## src/rtl/alu_acc_pkg.sv

```systemverilog
// alu_acc_pkg: shared types for the accumulator ALU block.
//   alu_op_e : 4-bit operation codes driven from the F switches
//   flags_t  : registered status flags {Cout, OV, Zf, Nf}
//   state_e  : control FSM states
//   hex7     : hex nibble to active-low seven-segment pattern {g,f,e,d,c,b,a}
package alu_acc_pkg;

  typedef enum logic [3:0] {
    OP_AND  = 4'd0,  OP_OR   = 4'd1,  OP_XOR  = 4'd2,  OP_NOR  = 4'd3,
    OP_ADD  = 4'd4,  OP_SUB  = 4'd5,  OP_SLT  = 4'd6,  OP_SLTU = 4'd7,
    OP_SHL  = 4'd8,  OP_SHR  = 4'd9,  OP_SAR  = 4'd10, OP_PASS = 4'd11,
    OP_R12  = 4'd12, OP_R13  = 4'd13, OP_R14  = 4'd14, OP_R15  = 4'd15
  } alu_op_e;

  typedef struct packed {
    logic cout;
    logic ov;
    logic zf;
    logic nf;
  } flags_t;

  typedef enum logic [1:0] {
    ST_IDLE  = 2'd0,
    ST_EXEC  = 2'd1,
    ST_WRITE = 2'd2
  } state_e;

  function automatic logic [6:0] hex7(input logic [3:0] d);
    logic [6:0] s;
    case (d)
      4'h0: s = 7'b1000000;  4'h1: s = 7'b1111001;
      4'h2: s = 7'b0100100;  4'h3: s = 7'b0110000;
      4'h4: s = 7'b0011001;  4'h5: s = 7'b0010010;
      4'h6: s = 7'b0000010;  4'h7: s = 7'b1111000;
      4'h8: s = 7'b0000000;  4'h9: s = 7'b0010000;
      4'hA: s = 7'b0001000;  4'hB: s = 7'b0000011;
      4'hC: s = 7'b1000110;  4'hD: s = 7'b0100001;
      4'hE: s = 7'b0000110;  default: s = 7'b0001110;
    endcase
    return s;
  endfunction

endpackage

```

## src/rtl/alu_acc_fpga_alu_n.sv

```systemverilog
// alu_n: combinational N-bit ALU.
//   a, b  : operands (a = accumulator snapshot, b = switch operand)
//   op    : operation code
//   y     : N-bit result
//   flags : {Cout, OV} valid for ADD/SUB only, Zf/Nf derived from y
module alu_n
  import alu_acc_pkg::*;
#(
  parameter int N = 8
) (
  input  logic [N-1:0] a,
  input  logic [N-1:0] b,
  input  alu_op_e      op,
  output logic [N-1:0] y,
  output flags_t       flags
);

  localparam int SW = $clog2(N);

  logic [SW-1:0] sh;
  logic [N:0]    sum;
  logic [N:0]    dif;

  assign sh  = b[SW-1:0];
  assign sum = {1'b0, a} + {1'b0, b};
  // subtraction as a + ~b + 1 so the carry means "no borrow"
  assign dif = {1'b0, a} + {1'b0, ~b} + {{N{1'b0}}, 1'b1};

  always_comb begin
    y          = '0;
    flags.cout = 1'b0;
    flags.ov   = 1'b0;
    case (op)
      OP_AND:  y = a & b;
      OP_OR:   y = a | b;
      OP_XOR:  y = a ^ b;
      OP_NOR:  y = ~(a | b);
      OP_ADD: begin
        y          = sum[N-1:0];
        flags.cout = sum[N];
        flags.ov   = (a[N-1] == b[N-1]) && (sum[N-1] != a[N-1]);
      end
      OP_SUB: begin
        y          = dif[N-1:0];
        flags.cout = dif[N];
        flags.ov   = (a[N-1] != b[N-1]) && (dif[N-1] != a[N-1]);
      end
      OP_SLT:  y = {{(N-1){1'b0}}, ($signed(a) < $signed(b))};
      OP_SLTU: y = {{(N-1){1'b0}}, (a < b)};
      OP_SHL:  y = a << sh;
      OP_SHR:  y = a >> sh;
      OP_SAR:  y = $signed(a) >>> sh;
      OP_PASS: y = b;
      default: y = '0;
    endcase
    flags.zf = (y == '0);
    flags.nf = y[N-1];
  end

endmodule

```

## src/rtl/alu_acc_fpga_btn_pulse.sv

```systemverilog
// btn_pulse: two-flop synchroniser plus rising-edge detector for a raw button.
//   clk, reset : system clock, synchronous active-high reset
//   btn        : raw asynchronous button level
//   pulse      : one-cycle pulse per press, 3 cycles after the first sampled high
module btn_pulse (
  input  logic clk,
  input  logic reset,
  input  logic btn,
  output logic pulse
);

  logic s1_q, s2_q, s3_q, pulse_q;

  always_ff @(posedge clk) begin
    if (reset) begin
      s1_q    <= 1'b0;
      s2_q    <= 1'b0;
      s3_q    <= 1'b0;
      pulse_q <= 1'b0;
    end else begin
      s1_q    <= btn;
      s2_q    <= s1_q;
      s3_q    <= s2_q;
      // registered so downstream logic sees a glitch-free single-cycle strobe
      pulse_q <= s2_q & ~s3_q;
    end
  end

  assign pulse = pulse_q;

endmodule

```

## src/rtl/alu_acc_fpga_display.sv

```systemverilog
// multi_digit_display: hex value to active-low seven-segment digits.
//   value : 4*NUM_DIGITS bits, digit 0 is the least significant nibble
//   seg   : 7 bits per digit, digit 0 in seg[6:0]
module multi_digit_display
  import alu_acc_pkg::*;
#(
  parameter int NUM_DIGITS = 2
) (
  input  logic [4*NUM_DIGITS-1:0] value,
  output logic [7*NUM_DIGITS-1:0] seg
);

  for (genvar gi = 0; gi < NUM_DIGITS; gi++) begin : g_digit
    assign seg[7*gi +: 7] = hex7(value[4*gi +: 4]);
  end

endmodule

```

## src/rtl/alu_acc_fpga.sv

```systemverilog
// alu_acc_fpga: button-driven accumulator ALU for direct pin-level use.
//   clk, reset         : system clock, synchronous active-high reset
//   A                  : operand switches (inverted internally when A_ACTIVE_LOW)
//   F                  : op code switches
//   load_btn, exec_btn : raw buttons; load copies A into acc, exec runs F on acc,A
//   acc                : accumulator
//   Cout, OV, Zf, Nf   : registered flags
//   busy               : high in EXEC and WRITE
//   ops                : wrapping count of completed exec operations
//   seg                : active-low seven-segment view of acc
module alu_acc_fpga
  import alu_acc_pkg::*;
#(
  parameter int N            = 8,
  parameter int NUM_DIGITS   = (N + 3) / 4,
  parameter bit A_ACTIVE_LOW = 1'b1,
  parameter int CNT_W        = 8
) (
  input  logic                    clk,
  input  logic                    reset,
  input  logic [N-1:0]            A,
  input  logic [3:0]              F,
  input  logic                    load_btn,
  input  logic                    exec_btn,
  output logic [N-1:0]            acc,
  output logic                    Cout,
  output logic                    OV,
  output logic                    Zf,
  output logic                    Nf,
  output logic                    busy,
  output logic [CNT_W-1:0]        ops,
  output logic [7*NUM_DIGITS-1:0] seg
);

  logic             load_p, exec_p;
  logic [N-1:0]     ai;
  state_e           state_q, state_d;
  logic [N-1:0]     acc_q, opa_q, opb_q, res_q, alu_y;
  alu_op_e          op_q;
  flags_t           flags_q, rflags_q, alu_flags;
  logic [CNT_W-1:0] ops_q;

  btn_pulse u_load (.clk(clk), .reset(reset), .btn(load_btn), .pulse(load_p));
  btn_pulse u_exec (.clk(clk), .reset(reset), .btn(exec_btn), .pulse(exec_p));

  assign ai = A_ACTIVE_LOW ? ~A : A;

  alu_n #(.N(N)) u_alu (
    .a(opa_q), .b(opb_q), .op(op_q), .y(alu_y), .flags(alu_flags)
  );

  // state register
  always_ff @(posedge clk) begin
    if (reset) state_q <= ST_IDLE;
    else       state_q <= state_d;
  end

  // next state: a simultaneous load suppresses the exec pulse
  always_comb begin
    state_d = state_q;
    case (state_q)
      ST_IDLE:  if (exec_p && !load_p) state_d = ST_EXEC;
      ST_EXEC:  state_d = ST_WRITE;
      ST_WRITE: state_d = ST_IDLE;
      default:  state_d = ST_IDLE;
    endcase
  end

  // outputs decoded from state
  always_comb begin
    busy = (state_q != ST_IDLE);
  end

  // datapath: pulses outside IDLE are simply ignored
  always_ff @(posedge clk) begin
    if (reset) begin
      acc_q    <= '0;
      flags_q  <= '0;
      ops_q    <= '0;
      opa_q    <= '0;
      opb_q    <= '0;
      op_q     <= OP_AND;
      res_q    <= '0;
      rflags_q <= '0;
    end else begin
      case (state_q)
        ST_IDLE: begin
          if (load_p) begin
            acc_q   <= ai;
            flags_q <= '0;
          end else if (exec_p) begin
            opa_q <= acc_q;
            opb_q <= ai;
            op_q  <= alu_op_e'(F);
          end
        end
        ST_EXEC: begin
          res_q    <= alu_y;
          rflags_q <= alu_flags;
        end
        ST_WRITE: begin
          acc_q   <= res_q;
          flags_q <= rflags_q;
          ops_q   <= ops_q + 1'b1;
        end
        default: ;
      endcase
    end
  end

  assign acc  = acc_q;
  assign Cout = flags_q.cout;
  assign OV   = flags_q.ov;
  assign Zf   = flags_q.zf;
  assign Nf   = flags_q.nf;
  assign ops  = ops_q;

  logic [4*NUM_DIGITS-1:0] disp_val;
  assign disp_val = {{(4*NUM_DIGITS-N){1'b0}}, acc_q};

  multi_digit_display #(.NUM_DIGITS(NUM_DIGITS)) u_disp (
    .value(disp_val), .seg(seg)
  );

endmodule

```

## config.mk

```make
export PLATFORM = sky130hd
export DESIGN_NAME = alu_acc_fpga
export DESIGN_NICKNAME = d
export VERILOG_FILES = /design/src/rtl/alu_acc_pkg.sv /design/src/rtl/alu_acc_fpga_alu_n.sv /design/src/rtl/alu_acc_fpga_btn_pulse.sv /design/src/rtl/alu_acc_fpga_display.sv /design/src/rtl/alu_acc_fpga.sv
export SDC_FILE = /design/constraint.sdc
export NUM_CORES = 1
export LEC_CHECK = 0
export CORE_ASPECT_RATIO = 1.5
export CORE_MARGIN = 3
export CORE_UTILIZATION = 40
export CTS_BUF_LIST = sky130_fd_sc_hd__clkbuf_8
export CTS_CLUSTER_DIAMETER = 40
export DETAILED_ROUTE_END_ITERATION = 6
export HOLD_SLACK_MARGIN = 0.1
export SLEW_MARGIN = 30
export SYNTH_ARGS = -nofsm -noshare
export SYNTH_HDL_FRONTEND = slang
export SYNTH_SLANG_ARGS = --single-unit
```

## constraint.sdc

```tcl
create_clock -name clk -period 7.1 [get_ports clk]
set_input_delay 1.42 -clock clk [delete_from_list [all_inputs] [get_ports clk]]
set_output_delay 1.42 -clock clk [all_outputs]
set_load 0.01 [all_outputs]
```

==> flow_metrics.env, run 1 <==
export IMPL_viasPerCell=5.99
export IMPL_synth_top_flop_cell="dfxtp_1"
export IMPL_fp_row_count=50
export IMPL_ys_seq_area_frac=0.291
export IMPL_relative_slew_slack=0.412
export IMPL_antenna_diode_count=0
export IMPL_final_util=0.467
export IMPL_drt_iter0_drc=228
export IMPL_power_clock_fraction=0.370
export IMPL_die_area_um2=14300
export IMPL_setup_worst_path_start_class="flip-flop"
export IMPL_dp_hpwl_um=11100
export IMPL_seq_power_share=0.510
export IMPL_tritoncts="yes"
export IMPL_r2r_end="rflags_q[1]"
export IMPL_p_switching_w=0.000226
export IMPL_drt_first_pass_iters=7
export IMPL_fin_area_um2=5880
export IMPL_power_per_cell_area_nw_per_um2=146
export IMPL_clock_tree_htree_level_count=3
export IMPL_p_int_w=0.000635
export IMPL_rsz0062_at_grt="false"
export IMPL_cp_data_arrival_time_ns=3.78
export IMPL_detail_route_drc_violations=0
export IMPL_placement_io_buffers=50
export IMPL_critical_path_origin="opb_q[1]"
export IMPL_synthesis_instances=606
export IMPL_setup_viol=0
export IMPL_clkLatencyLatePin_ns=0.35
export IMPL_number_of_global_route_vias_before_repair=4630
export IMPL_post_cts_resized_instances=0
export IMPL_clock_sink_count=75
export IMPL_worstPathMaxFanout=21
export IMPL_dieHeight_um=145
export IMPL_finClkSkew_ns=0.00853
export IMPL_critPathKind="flip-flop to flip-flop"
export IMPL_synth_seq_cells=75
export IMPL_max_clock_path_buffers=2
export IMPL_finalWirelength_um=14900
export IMPL_fmax_mhz=284
export IMPL_worst_slew_pin_slew_ns=0.880
export IMPL_final_common_cell="dfxtp_1"
export IMPL_routed_wire_length_per_instance_um=18.9
export IMPL_power_combinational_fraction=0.119
export IMPL_track_usage=0.206
export IMPL_mean_area_per_synthesized_cell_um2=8.51
export IMPL_crit_path_end="rflags_q[1]"
export IMPL_grt_pass1_wl_um=24000
export IMPL_maxCapViolCount=0
export IMPL_max_vdd_ir_drop_mv=0.137
export IMPL_synth_async_reset_ratio=0
export IMPL_grt_overflow=0
export IMPL_clkTransAtPathRegs_ns=0.08
export IMPL_cts_setup_buffers=0
export IMPL_p_sw_frac=0.262
export IMPL_fp_coreArea_um2=12600
export IMPL_synth_top_cells_by_area="dfxtp_1 29%, ha_1 9.2%, a21oi_1 4.5%"
export IMPL_route_vias_total=4718
export IMPL_totalNegativeSetupSlack_ns=0
export IMPL_syn_to_layout_area_delta_pct=13.9
export IMPL_synthesis_yosys_warnings=0
export IMPL_synth_top_cell_by_area="dfxtp_1"
export IMPL_final_period_minus_worst_setup_slack_ns=3.52
export IMPL_number_of_enable_flip_flop_cells_after_synthesis=0
export IMPL_timing_final_crit_share=0.495
export IMPL_postPlaceCellArea_um2=5690
export IMPL_mostFrequentLayoutCells="75 x dfxtp_1, 54 x nor2_1, 54 x nand2_1"
export IMPL_cts_root_buffer="clkbuf_8"
export IMPL_cts_buffers=9
export IMPL_ctsHoldBuffers=0
export IMPL_report_final_slew_viol_count=0
export IMPL_number_of_antenna_violations_at_the_first_check_in_global_routing=0
export IMPL_r2r_setup_slack_ns=3.58
export IMPL_outcome="finished clean"
export IMPL_die_w_um=98.7
export IMPL_leakage_nw=2.15
export IMPL_routabilityCongestion=0.930
export IMPL_drt_antenna_violating_nets=0
export IMPL_post_route_cells_drive_above_1_share=0.0854
export IMPL_design_final_nets=683
export IMPL_hold_vio_cnt_final=0
export IMPL_rr_startpoint="opb_q[1]"
export IMPL_start_util=0.410
export IMPL_critical_path_required_ns=7.37
export IMPL_timing_reg2reg_worst_path_depth=9
export IMPL_hold_path_class="flip-flop to flip-flop"
export IMPL_synth_fp_nets=662
export IMPL_mappedNetlistArea_um2=5160
export IMPL_grt_start_max_net_pins=40
export IMPL_p_total_w=0.000860
export IMPL_top_level_ports=51
export IMPL_end_kind="flip-flop"
export IMPL_synth_top_cell_area_share=0.291
export IMPL_netlist_cell_type_count=81
cells by family after synthesis:
group           Yosys count  synth area share
compound gates          176             0.245
xor+xnor                 15            0.0255
fa+ha+maj                40            0.0999
buf+inv                  81            0.0684
flops                    75             0.291
mux                      24            0.0725
simple gates            195             0.198
how the worst min path moves through the flow:
stage                startpoint           end  depth (start not counted)
CTS                 u_exec.s3_q  u_exec.pulse                          1
detailed placement  u_exec.s3_q  u_exec.pulse                          1
global placement    u_load.s3_q  u_load.pulse                          1
global route        u_exec.s3_q  u_exec.pulse                          1
floorplan           u_exec.s3_q  u_exec.pulse                          1
finish              u_exec.s3_q  u_exec.pulse                          1
power by group through the flow:
stage	Sequential [W]	Clock, W	Combinational [W]
after global placement	0.000449	0	0.000100
final	0.000439	0.000318	0.000103
after global routing	0.000440	0.000344	0.000112
after floorplan	0.000446	0	0.0000674
after CTS	0.000439	0.000328	0.000102
after detailed placement	0.000449	0	0.000101
worst max-delay path, stage by stage (launching register included):
cell and delay (ns):
dfxtp_1 0.90, inv_1 0.36, ha_1 0.41, o21bai_1 0.21
nor4b_2 0.36, nor3_1 0.12, a221o_1 0.35, a221oi_1 0.38
nand4_1 0.15, o31ai_2 0.20
through the flow:
stage          std cells  worst slack [ns]  hold WS, ns
6_report             788              3.58        0.384
5_1_grt              788              3.43        0.393
4_1_cts              788              3.61        0.384
3_5_place_dp         772              3.35        0.373
3_3_place_gp         772              3.45        0.371
2_1_floorplan        606              3.86        0.367
final cells by class:
class | instances | area [um^2]
Inverter | 34 | 128
Fill cell | 1188 | 6700
Tap cell | 156 | 195
Multi-Input combinational cell | 450 | 3310
Clock buffer | 9 | 124
Timing Repair Buffer | 57 | 548
Clock inverter | 7 | 68.8
Sequential cell | 75 | 1500
flip-flops by register name, summed over array words and instances (netlist names), 2 cells and up:
signal      count
acc             8
op_q            4
opa_q           8
opb_q           8
ops             8
res_q           8
rflags_q        3
state_q         2
u_disp.seg     14
Yosys cell counts (all sizes together), types with 8 or more instances:
library cell,instances
dfxtp,75
ha,38
a22oi,10
nand2b,15
a211oi,17
mux2i,10
buf,20
a221oi,8
nand2,54
nor2b,15
nand3,8
o21ai,18
clkbuf,27
nor2,54
a21oi,48
xor2,8
nor3,9
mux4,10
inv,34
metal layers:
layer,wire length [um],global-route usage,vias to the layer above
met5,0,0,-
met4,684,0.123,0
met3,488,0.0284,47
met2,7790,0.366,150
met1,5940,0.230,2280
li1,-,-,2241
Note: power is estimated with default switching activity, not from simulation.
==> run 2: changes to the inputs <==
==> constraint.sdc (replaced) <==
create_clock -name clk -period 3.4 [get_ports clk]
set_input_delay 0.68 -clock clk [delete_from_list [all_inputs] [get_ports clk]]
set_output_delay 0.68 -clock clk [all_outputs]
set_load 0.01 [all_outputs]
==> flow_metrics.env, run 2 (synthesis results as in run 1) <==
export IMPL_hp_start="u_exec.s3_q"
export IMPL_worstHoldPathCells=1
export IMPL_area_used_by_sequential_logic_in_the_layout_um2=1500
export IMPL_end_kind="flip-flop"
export IMPL_timing_reg2reg_worst_path_depth=7
export IMPL_track_usage=0.220
export IMPL_fp_row_count=50
export IMPL_top_level_ports=51
export IMPL_largest_register_ff_count=14
export IMPL_drt_iter0_drc=332
export IMPL_routed_wire_length_per_instance_um=19.5
export IMPL_outcome="finished clean"
export IMPL_gr_usage_met1=0.243
export IMPL_drt_antenna_violating_nets=0
export IMPL_clkLatencyLatePin_ns=0.35
export IMPL_fmax_mhz=349
export IMPL_clock_tree_htree_level_count=3
export IMPL_r2r_end="rflags_q[1]"
export IMPL_worst_hold_path_endpoint="u_exec.pulse"
export IMPL_max_clock_path_buffers=2
export IMPL_crit_chain="nor2b_1 > a32oi_1 > and4_1 > o211ai_1 > nor4_2 > nand4_1 > o31ai_2"
export IMPL_fill_cells=1223
export IMPL_cts_buffers=9
export IMPL_grt_busiest_layer="met2"
export IMPL_finClkSkew_ns=0.00924
export IMPL_detail_route_drc_violations=0
export IMPL_leakage_nw=2.23
export IMPL_relative_slew_slack=0.387
export IMPL_grt_overflow=0
export IMPL_grt_pass1_wl_um=25500
export IMPL_cts_root_buffer="clkbuf_8"
export IMPL_max_vdd_ir_drop_mv=0.260
export IMPL_clkTransAtPathRegs_ns=0.08
export IMPL_totalNegativeSetupSlack_ns=0
export IMPL_hold_vio_cnt_final=0
export IMPL_power_per_cell_area_nw_per_um2=302
export IMPL_critical_path_max_stage_delay_ns=0.92
export IMPL_critical_path_required_ns=3.64
export IMPL_grt_met2_usage=0.392
export IMPL_multiInputGateArea_um2=3320
export IMPL_final_common_cell="dfxtp_1"
export IMPL_number_of_global_route_vias_before_repair=4857
export IMPL_critPathKind="flip-flop to flip-flop"
export IMPL_placement_io_buffers=50
export IMPL_worst_slew_pin_slew_ns=0.918
export IMPL_cts_setup_buffers=0
export IMPL_dp_hpwl_um=12000
export IMPL_worstPathMaxFanout=22
export IMPL_antenna_diode_count=0
export IMPL_worst_path_buf_inv=0
export IMPL_power_clock_fraction=0.371
export IMPL_fp_coreArea_um2=12600
export IMPL_cp_data_arrival_time_ns=3.10
export IMPL_report_final_slew_viol_count=0
export IMPL_syn_to_layout_area_delta_pct=16.1
export IMPL_grt_start_max_net_pins=28
export IMPL_clock_sink_count=75
export IMPL_drt_first_pass_iters=5
export IMPL_tritoncts="yes"
export IMPL_post_route_cells_drive_above_1_share=0.105
export IMPL_maxCapViolCount=0
export IMPL_critical_path_top_delay_family="simple AND/OR/NAND/NOR gates"
export IMPL_mostFrequentLayoutCells="75 x dfxtp_1, 54 x nor2_1, 54 x nand2_1"
export IMPL_die_w_um=98.7
export IMPL_post_cts_resized_instances=0
export IMPL_placed_cells=786
export IMPL_rsz0062_at_grt="false"
export IMPL_setup_worst_path_start_class="flip-flop"
export IMPL_ctsHoldBuffers=0
export IMPL_crit_path_top_delay_cell="dfxtp_1"
export IMPL_number_of_antenna_violations_at_the_first_check_in_global_routing=0
export IMPL_dieHeight_um=145
export IMPL_hold_path_class="flip-flop to flip-flop"
export IMPL_finalWirelength_um=15600
export IMPL_design_final_nets=697
export IMPL_grt_util_met3=0.0269
export IMPL_timing_final_crit_share=0.842
export IMPL_p_switching_w=0.000463
export IMPL_setup_viol=0
export IMPL_start_util=0.410
export IMPL_p_sw_frac=0.256
export IMPL_final_period_minus_worst_setup_slack_ns=2.86
export IMPL_seq_power_share=0.505
export IMPL_rr_startpoint="op_q[1]"
export IMPL_p_int_w=0.00135
export IMPL_power_combinational_fraction=0.124
export IMPL_routabilityCongestion=0.977
export IMPL_die_area_um2=14300
export IMPL_route_vias_total=4845
export IMPL_final_cell_count_no_fill=802
export IMPL_viasPerCell=6.04
export IMPL_r2r_setup_slack_ns=0.54
==> run 2: cell types whose count changed in the layout (fill, tap and decap cells not counted), sizes merged <==
| cell | delta |
|---|---|
| inv | +1 |
| clkbuf | +1 |
| buf | +14 |
| clkinvlp | -1 |
| clkinv | -1 |
==> run 2: layout make-up <==
| cell class | count | share of cell area |
|---|---|---|
| multi-input combinational | 450 | 0.554 |
| sequential | 75 | 0.251 |
| timing repair buffer | 71 | 0.109 |
| tap | 156 | 0.0326 |
| clock buffer | 10 | 0.0230 |
| inverter | 34 | 0.0213 |
| clock inverter | 6 | 0.00940 |
==> run 2: metal layers <==
metal,vias to the layer above,part of all wire
li1,2265,-
met3,57,0.039
met2,171,0.52
met1,2352,0.38
met5,-,0
met4,0,0.055
==> run 2: power by group through the flow <==
stage          clock (W)  combinational (W)  sequential [W]
3_5_place_dp           0           0.000222        0.000934
6_report        0.000671           0.000225        0.000914
4_1_cts         0.000687           0.000223        0.000914
3_3_place_gp           0           0.000219        0.000934
2_1_floorplan          0           0.000141        0.000932
5_1_grt         0.000724           0.000245        0.000916
==> run 2: worst max-delay path by stage <==
stage / from / to / slack [ns] / depth (start not counted)
6_report: op_q[1] / rflags_q[1] / 0.54 / 7
5_1_grt: opa_q[1] / rflags_q[1] / 0.39 / 9
4_1_cts: op_q[1] / rflags_q[1] / 0.52 / 7
3_5_place_dp: A[1] / u_disp.seg[5] / 0.41 / 10
3_3_place_gp: A[1] / u_disp.seg[3] / 0.55 / 9
2_1_floorplan: opb_q[2] / rflags_q[1] / 0.77 / 11
==> run 2: stage by stage <==
stage / power, W / instance area, um^2 / util / hold WS (ns) / worst slack [ns]
after detailed placement: 0.00116 / 5790 / 0.460 / 0.377 / 0.408
after floorplan: 0.00107 / 5160 / - / 0.367 / 0.765
final: 0.00181 / 5990 / 0.476 / 0.382 / 0.536
after global placement: 0.00115 / 5790 / 0.460 / 0.372 / 0.551
after CTS: 0.00182 / 5980 / 0.476 / 0.387 / 0.525
after global routing: 0.00189 / 5990 / 0.476 / 0.422 / 0.387
